`config.mk`:
```
export PLATFORM = sky130hd
export DESIGN_NAME = strobe_rate_check_flat
export DESIGN_NICKNAME = d
export VERILOG_FILES = /design/src/rtl/strobe_pkg.sv /design/src/rtl/strobe_rate_check_if.sv /design/src/rtl/strobe_rate_check_sat_counter.sv /design/src/rtl/strobe_rate_check.sv /design/src/flat_wrapper.sv
export SDC_FILE = /design/constraint.sdc
export NUM_CORES = 1
export LEC_CHECK = 0
export ABC_AREA = 1
export CORE_MARGIN = 3
export CORE_UTILIZATION = 57
export DETAILED_ROUTE_END_ITERATION = 10
export DONT_BUFFER_PORTS = 1
export GPL_TIMING_DRIVEN = 0
export PLACE_DENSITY = 0.75
export SYNTH_ARGS = -nofsm -noshare
export SYNTH_HDL_FRONTEND = slang
export SYNTH_SLANG_ARGS = --single-unit
```
`constraint.sdc`:
```
create_clock -name clock -period 1.64 [get_ports clock]
set_clock_uncertainty 0.05 [all_clocks]
set_input_delay 0.328 -clock clock [delete_from_list [all_inputs] [get_ports clock]]
set_output_delay 0.328 -clock clock [all_outputs]
set_load 0.01 [all_outputs]
```
`src/rtl/strobe_pkg.sv`:
```
`default_nettype none
// ============================================================================
// Module : strobe_pkg
// Brief  : Shared types and defaults for the decimation strobe rate checker.
// Rev    : 1.0  initial release
// ============================================================================
package strobe_pkg;

  localparam int DEFAULT_WIDTH = 8;
  localparam int DEFAULT_ERRW  = 16;

  // Rates are encoded as divide ratio minus 1 (strobe on every strobe_in -> 0).
  typedef enum logic [1:0] {
    ST_IDLE    = 2'd0,
    ST_MEASURE = 2'd1,
    ST_TRACK   = 2'd2
  } state_e;

endpackage
`default_nettype wire

```
`src/rtl/strobe_rate_check_if.sv`:
```
`default_nettype none
// ============================================================================
// Module : strobe_rate_check_if
// Brief  : Strobe stimulus and status bundle between a source and the checker.
// Rev    : 1.0  initial release
// ============================================================================
interface strobe_rate_check_if #(
  parameter int WIDTH = 8,
  parameter int ERRW  = 16
);
  logic             enable;
  logic             strobe_in;
  logic             strobe;
  logic [WIDTH-1:0] expected_rate;
  logic [WIDTH-1:0] measured_rate;
  logic             measured_valid;
  logic             locked;
  logic             rate_error;
  logic             timeout;
  logic [ERRW-1:0]  err_count;

  modport master (
    output enable, strobe_in, strobe, expected_rate,
    input  measured_rate, measured_valid, locked, rate_error, timeout, err_count
  );

  modport slave (
    input  enable, strobe_in, strobe, expected_rate,
    output measured_rate, measured_valid, locked, rate_error, timeout, err_count
  );
endinterface
`default_nettype wire

```
`src/rtl/strobe_rate_check_sat_counter.sv`:
```
`default_nettype none
// ============================================================================
// Module : sat_counter
// Brief  : Up counter that sticks at MAX, with a synchronous active-low clear.
// Rev    : 1.0  initial release
// ============================================================================
module sat_counter #(
  parameter int           W   = 8,
  parameter logic [W-1:0] MAX = '1
) (
  input  wire logic         clock,
  input  wire logic         reset,
  input  wire logic         clr_n,
  input  wire logic         inc,
  output logic      [W-1:0] count
);

  logic [W-1:0] count_q;
  logic [W-1:0] count_d;

  always_comb begin
    count_d = count_q;
    if (!clr_n) begin
      count_d = '0;
    end else if (inc && (count_q != MAX)) begin
      count_d = count_q + 1'b1;
    end
  end

  always_ff @(posedge clock) begin
    if (!reset) begin
      count_q <= '0;
    end else begin
      count_q <= count_d;
    end
  end

  assign count = count_q;

endmodule
`default_nettype wire

```
`src/rtl/strobe_rate_check.sv`:
```
`default_nettype none
// ============================================================================
// Module : strobe_rate_check
// Brief  : Measures the delivered strobe divide ratio and reports lock/errors.
// Rev    : 1.0  initial release
// ============================================================================
module strobe_rate_check
  import strobe_pkg::*;
#(
  parameter int WIDTH      = DEFAULT_WIDTH,
  parameter int LOCK_COUNT = 4,
  parameter int ERRW       = DEFAULT_ERRW
) (
  input wire logic          clock,
  input wire logic          reset,
  strobe_rate_check_if.slave bus
);

  localparam int               RUNW    = 4;
  localparam logic [RUNW-1:0]  RUN_MAX = RUNW'(LOCK_COUNT);
  localparam logic [WIDTH-1:0] CNT_MAX = '1;

  state_e           state_q, state_d;
  logic [WIDTH-1:0] cnt_q, cnt_d;
  logic [WIDTH-1:0] meas_q, meas_d;
  logic             mvalid_q, mvalid_d;
  logic             locked_q, locked_d;
  logic             rerr_q, rerr_d;
  logic             tout_q, tout_d;

  logic [RUNW-1:0]  run;
  logic             run_inc;
  logic             run_clr_n;
  logic             err_inc;
  logic [ERRW-1:0]  err_cnt;

  logic w_valid, w_illegal, w_tick, w_match, w_lock_hit;

  assign w_valid    = bus.strobe & bus.strobe_in;
  assign w_illegal  = bus.strobe & ~bus.strobe_in;
  assign w_tick     = bus.strobe_in & ~bus.strobe;
  assign w_match    = (cnt_q == bus.expected_rate);
  assign w_lock_hit = ((int'(run) + 1) >= LOCK_COUNT);

  always_comb begin
    state_d   = state_q;
    cnt_d     = cnt_q;
    meas_d    = meas_q;
    mvalid_d  = 1'b0;
    locked_d  = locked_q;
    rerr_d    = 1'b0;
    tout_d    = 1'b0;
    run_inc   = 1'b0;
    run_clr_n = 1'b1;
    err_inc   = 1'b0;

    if (!bus.enable) begin
      state_d   = ST_IDLE;
      cnt_d     = '0;
      locked_d  = 1'b0;
      run_clr_n = 1'b0;
    end else if (w_valid) begin
      cnt_d = '0;
      case (state_q)
        ST_IDLE: state_d = ST_MEASURE;
        ST_MEASURE, ST_TRACK: begin
          meas_d   = cnt_q;
          mvalid_d = 1'b1;
          state_d  = ST_TRACK;
          if (w_match) begin
            run_inc = 1'b1;
            if (w_lock_hit) locked_d = 1'b1;
          end else begin
            run_clr_n = 1'b0;
            // The first interval after phase acquisition is never an error.
            if (state_q == ST_TRACK) begin
              locked_d = 1'b0;
              rerr_d   = 1'b1;
              err_inc  = 1'b1;
            end
          end
        end
        default: state_d = ST_IDLE;
      endcase
    end else if (w_tick) begin
      if ((state_q != ST_IDLE) && (cnt_q == CNT_MAX)) begin
        tout_d    = 1'b1;
        locked_d  = 1'b0;
        run_clr_n = 1'b0;
        cnt_d     = '0;
        state_d   = ST_IDLE;
      end else if (cnt_q != CNT_MAX) begin
        cnt_d = cnt_q + 1'b1;
      end
    end else if (w_illegal) begin
      rerr_d    = 1'b1;
      err_inc   = 1'b1;
      locked_d  = 1'b0;
      run_clr_n = 1'b0;
    end
  end

  always_ff @(posedge clock) begin
    if (!reset) begin
      state_q  <= ST_IDLE;
      cnt_q    <= '0;
      meas_q   <= '0;
      mvalid_q <= 1'b0;
      locked_q <= 1'b0;
      rerr_q   <= 1'b0;
      tout_q   <= 1'b0;
    end else begin
      state_q  <= state_d;
      cnt_q    <= cnt_d;
      meas_q   <= meas_d;
      mvalid_q <= mvalid_d;
      locked_q <= locked_d;
      rerr_q   <= rerr_d;
      tout_q   <= tout_d;
    end
  end

  sat_counter #(.W(RUNW), .MAX(RUN_MAX)) u_run_cnt (
    .clock (clock),
    .reset (reset),
    .clr_n (run_clr_n),
    .inc   (run_inc),
    .count (run)
  );

  sat_counter #(.W(ERRW)) u_err_cnt (
    .clock (clock),
    .reset (reset),
    .clr_n (1'b1),
    .inc   (err_inc),
    .count (err_cnt)
  );

  assign bus.measured_rate  = meas_q;
  assign bus.measured_valid = mvalid_q;
  assign bus.locked         = locked_q;
  assign bus.rate_error     = rerr_q;
  assign bus.timeout        = tout_q;
  assign bus.err_count      = err_cnt;

endmodule
`default_nettype wire

```
`src/flat_wrapper.sv`:
```
// flat-port wrapper written by rule: the top's interface ports become plain ports
module strobe_rate_check_flat import strobe_pkg::*;
#(
  parameter int WIDTH      = DEFAULT_WIDTH,
  parameter int LOCK_COUNT = 4,
  parameter int ERRW       = DEFAULT_ERRW
)
  (clock, reset, bus_enable, bus_strobe_in, bus_strobe, bus_expected_rate, bus_measured_rate, bus_measured_valid, bus_locked, bus_rate_error, bus_timeout, bus_err_count);
  strobe_rate_check_if #(.WIDTH(WIDTH), .ERRW(ERRW)) bus_i ();
  input wire logic clock;
  input wire logic reset;
  input wire logic [$bits(bus_i.enable)-1:0] bus_enable;
  input wire logic [$bits(bus_i.strobe_in)-1:0] bus_strobe_in;
  input wire logic [$bits(bus_i.strobe)-1:0] bus_strobe;
  input wire logic [$bits(bus_i.expected_rate)-1:0] bus_expected_rate;
  output wire logic [$bits(bus_i.measured_rate)-1:0] bus_measured_rate;
  output wire logic [$bits(bus_i.measured_valid)-1:0] bus_measured_valid;
  output wire logic [$bits(bus_i.locked)-1:0] bus_locked;
  output wire logic [$bits(bus_i.rate_error)-1:0] bus_rate_error;
  output wire logic [$bits(bus_i.timeout)-1:0] bus_timeout;
  output wire logic [$bits(bus_i.err_count)-1:0] bus_err_count;
  assign bus_i.enable = bus_enable;
  assign bus_i.strobe_in = bus_strobe_in;
  assign bus_i.strobe = bus_strobe;
  assign bus_i.expected_rate = bus_expected_rate;
  assign bus_measured_rate = bus_i.measured_rate;
  assign bus_measured_valid = bus_i.measured_valid;
  assign bus_locked = bus_i.locked;
  assign bus_rate_error = bus_i.rate_error;
  assign bus_timeout = bus_i.timeout;
  assign bus_err_count = bus_i.err_count;
  strobe_rate_check #(.WIDTH(WIDTH), .LOCK_COUNT(LOCK_COUNT), .ERRW(ERRW)) u_core (.clock(clock), .reset(reset), .bus(bus_i));
endmodule
```
# Word-level counts from Yosys, hierarchy flattened
# Index checks and enable logic that the tools add are counted.
# Widths: inputs -> output; s select.
word_totals:
  reg_bits: 42
  latchBits: 0
  ram_bits: 0
  rom_bits: 0
  input_bits: 13
  output_inout_bits: 28
  elab_cells: 85
  n_memories: 0
classes:
  addsub: 4
  mul: 0
  div_mod_pow: 0
  n_lt_le_gt_ge: 1
  n_eq_ne: 11
  shifts: 0
  muxes: 33
  bitwise: 8
  n_reduce_logical: 19
op_table:
  columns: ["cell", "count"]
  rows:
  - ["$ge 32x4->1 const B", 1]
  - ["$mux 1", 27]
  - ["$add 16x1->16 const B", 1]
  - ["$mux 8", 2]
  - ["$ne 16x16->1 const B", 1]
  - ["$add 8x1->8 const B", 1]
  - ["$eq 8x8->1", 1]
  - ["$eq 8x8->1 const B", 1]
  - ["$ne 8x8->1 const B", 1]
  - ["$reduce_and 2->1", 4]
  - ["$reduce_bool 2->1", 4]
  - ["$mux 2", 3]
  - ["$ne 3x3->1 const B", 2]
  - ["$reduce_and 3->1", 2]
  - ["$add 4x1->5 const B", 1]
  - ["$not 1->1", 5]
  - ["$reduce_and 5->1", 1]
  - ["$add 4x1->4 const B", 1]
  - ["$ne 4x3->1 const B", 1]
  - ["$pmux 2 s2", 1]
  - ["$reduce_or 4->1", 1]
  - ["$and 1x1->1", 3]
  - ["$logic_and 1x1->1", 3]
  - ["$ne 3x2->1 const B", 1]
  - ["7 further kinds", 7]

# Logic depth before layout (Yosys ltp)
logic_depth:
  ltp_word: 7
  depth_mapped: 12
  depth_no_buf: 11

# Cells and area by module
# A second synthesis with hierarchy kept.
unflattened:
  cells_unflattened: 401
  hier_area_um2: 2598.7
modules_own_cells:
  columns: ["module", "instances", "cells_per_inst", "area_per_inst_um2", "seq_area_each_um2"]
  rows:
  - ["strobe_rate_check", 1, 213, 1357.6, 440.4]
  - ["sat_counter at u_core.u_err_cnt", 1, 156, 1016.0, 320.3]
  - ["sat_counter at u_core.u_run_cnt", 1, 32, 225.2, 80.1]

# Worst setup path before layout
# OpenSTA, ideal clock, no wires.
synth_timing:
  path_type: "register to register"
  startpoint: "reg u_core.u_err_cnt.count_q[0], in the netlist u_core.u_err_cnt.count[0]"
  endpoint: "reg u_core.u_err_cnt.count_q[10], in the netlist u_core.u_err_cnt.count[10]"
  setup_ns: 0.143
  arrival_time_ns: 1.506
  t_required_ns: 1.447
  slack_ns: -0.060
  path_stages_with_launch: 10
  n_path_buf: 1
  synth_period_minus_slack_ns: 1.700
  path_cell_list: "dfxtp_1 ha_1 nand2_2 nor3_2 nand3_1 o21ai_2 inv_2 buf_2 nand3_1 a21oi_2"
synth_via:
  elab_chain_cells: 2
  elab_cells_between_ends: 3
  cone_classes: "add/sub: 1; eq/ne: 1; reduce/logical: 1"
synth_lines:
  columns: ["item", "line", "rtl"]
  rows:
  - ["from (decl)", "strobe_rate_check_sat_counter.sv:18", "logic [W-1:0] count_q;"]
  - ["from (signal assigned)", "strobe_rate_check_sat_counter.sv:34", "count_q <= count_d;"]
  - ["parallel branches: the longest is 2 deep, another holds $add 16x1->16", null, null]
# Parallel ways; which one is timed is not known.
# A chain may end at the register's enable or synchronous reset.

# Worst setup path in the final report
layout_timing:
  startpoint: "reg u_core.u_err_cnt.count_q[3], in the netlist u_core.u_err_cnt.count[3]"
  endpoint: "reg u_core.u_err_cnt.count_q[8], in the netlist u_core.u_err_cnt.count[8]"
# Same word-level chain as after synthesis.

==> flow_summary.ini <==
[setup_path]
rr_worst_depth = 8
critPathKind = reg2reg
crit_path_start_kind = flip-flop
endpoint_kind = flip-flop
arrival_ns = 1.78
cp_max_fo = 6
critPathRequiredTime_ns = 1.74

[cts]
cts_hold_buffers = 0
clkTransAtPathRegs_ns = 0.07
cts_root_buffer = clkbuf_8
cts_made_buffers = 5
cts_tree = yes
cts_sinks = 42
clk_latency_ns = 0.29
clock_path_buffers = 2
h-tree-depth = 2

[logic_synthesis]
syn-num-nets = 347
yosysWarnings = 0
synth_cell_types = 33
yosysTopAreaCell = dfxtp_1
synth_edf_count = 0
synthArstFlopShare_pct = 0
ys_top_cells_by_area = dfxtp_1, nand2_1, nand3_1
netlist_area_mm2 = 0.00242
ys.flop_type = dfxtp_1
yosysSeqAreaShare_pct = 34.8
synth_commonest_cells = nand2_1, dfxtp_1, nand3_1
syn_inst = 323
yosysMostFrequentCell = nand2_1
yosysTopAreaCellShare_pct = 34.8
syn_avg_cell_area_um2 = 7.49
yosys_register_bits = 42

[global_route]
grt_overflow = 0
antenna_found_initial = 0
grtUsageTotal_pct = 21.3
grt_pass1_wl_mm = 8.70
grt_max_degree = 17
grt_pass1_vias = 1906

[placement]
dp_hpwl_mm = 3.77
placedCellCount = 373
place.gp.congestion = 0.868
port_buffers = 0

[detailed_routing]
vias_per_cell = 5.65
drc_errors = 0
dr.pass1.iters = 4
antenna_left = 0
dr_total_vias = 2205
wl_per_cell_um = 15.2
wirelength_mm = 5.91
drtIter0Drc = 182

[cells_and_area]
final_nets = 365
diodes = 0
drive_above_1_share_pct = 29.7
final_cells = 390
area_growth_syn_to_layout_pct = 22.2

[hold_path]
hp-class = in2reg
min_path_cells = 2

[power]
peakVddDrop_mv = 0.527
power.leakage_nw = 1.11
fin_total_pwr_mw = 1.84
power.density_mw_per_mm2 = 621

[die]
dieArea_mm2 = 0.00506
rows = 23
start_util_pct = 59.6
die_x_um = 71.1
ioPinCount = 41
core_area_mm2 = 0.00406
die_h_um = 71.1

[sta]
timing.final.ws_setup_ns = -0.0421
finalCritPeriodShare_pct = 103
finalSetupViolations = 13
slew_violations = 0
worst_pin_slew_ns = 0.736
rsz0062_at_grt = yes
hold_viol = 0
clock.fmax_ghz = 0.595
period_needed_ns = 1.68
max_slew_margin_pct = 50.9

[flow_run]
cap_viol_max_count = 0

[status]
violations = setup timing
status = finished with violations
-- stage by stage --
step | utilization, % | area [µm²] | worst slack (ns) | hold slack, ns | setup TNS (ns)
after floorplan | - | 2420 | 0.0218 | 0.410 | 0
after global placement | 61.3 | 2490 | -0.132 | 0.419 | -1.56
after detailed placement | 61.3 | 2490 | -0.152 | 0.425 | -2.04
after CTS | 65.1 | 2640 | -0.00112 | 0.120 | -0.00128
after global routing | 72.9 | 2960 | -0.0819 | 0.125 | -0.988
final | 72.9 | 2960 | -0.0421 | 0.119 | -0.257
-- critical path, stage by stage (launching register included) --
cell and delay (ns):
dfxtp_2 0.42, nand3_2 0.15, nor3_4 0.21, nand3_2 0.09, o21ai_2 0.19, inv_4 0.12
clkbuf_16 0.18, nand3_4 0.08, a21oi_2 0.05
-- layout make-up --
class / instances / area (µm²)
Inverter: 38 / 153
Clock buffer: 6 / 82.6
Sequential cell: 42 / 888
Buffer: 5 / 60.1
Fill cell: 303 / 1100
Multi-Input combinational cell: 238 / 1610
Tap cell: 50 / 62.6
Timing Repair Buffer: 11 / 100
-- registers in the layout, indices dropped and copies added (netlist names) --
name,flops
u_core.u_err_cnt.count,16
u_core.bus.timeout,1
u_core.cnt_q,8
u_core.bus.measured_valid,1
u_core.bus.measured_rate,8
u_core.u_run_cnt.count,4
u_core.state_q,2
u_core.bus.locked,1
u_core.bus.rate_error,1
-- final timing paths --
path | start | to | slack (ns)
hold / removal | reset | u_core.bus.measured_rate[7] | 0.12
setup / recovery | u_core.u_err_cnt.count[3] | u_core.u_err_cnt.count[8] | -0.04
setup reg to reg | u_core.u_err_cnt.count[3] | u_core.u_err_cnt.count[8] | -0.04
hold reg to reg | u_core.u_run_cnt.count[0] | u_core.u_run_cnt.count[0] | 0.46
-- repair_timing --
item / CTS / global route
setup buffers: 4 / 6
endpoints found under the setup margin: 25 / 30
pin swaps: 8 / 13
cloned: 0 / 2
gates resized for setup: 23 / 53
-- cells by family (layout without fill, tap and decap cells) --
| family | after synthesis | count (layout) | synth area share [%] |
|---|---|---|---|
| fa+ha+maj | 11 | 11 | 5.69 |
| xor+xnor | 20 | 20 | 7.55 |
| simple gates | 152 | 153 | 30.5 |
| flops | 42 | 42 | 34.8 |
| buf+inv | 44 | 60 | 7.86 |
| compound gates | 54 | 54 | 13.7 |
-- cell usage in the layout, fill, tap and decap left out, types with 10 or more instances in the layout --
cell type and n:
a21oi_1 25, a21oi_2 11, buf_4 10, dfxtp_1 24
dfxtp_4 10, inv_1 26, nand2_1 72, nand3_1 18
nor2_1 21, o21ai_0 10, xor2_1 10
-- metal layers --
layer,share of wire (%),track usage [%],vias to the layer above,wire length (µm)
met5,0,0,-,0
met4,0.90,5.64,0,53
met3,6.7,6.39,6,396
met2,47,31.8,72,2790
met1,45,30.0,1027,2670
li1,-,-,1100,-
-- where the power goes --
part / switching (mW) / internal (mW) / total (mW)
Clock: 0.328 / 0.325 / 0.652
Sequential: 0.00793 / 1.01 / 1.02
Combinational: 0.105 / 0.0604 / 0.165
Note: power is estimated with default switching activity, not from simulation.
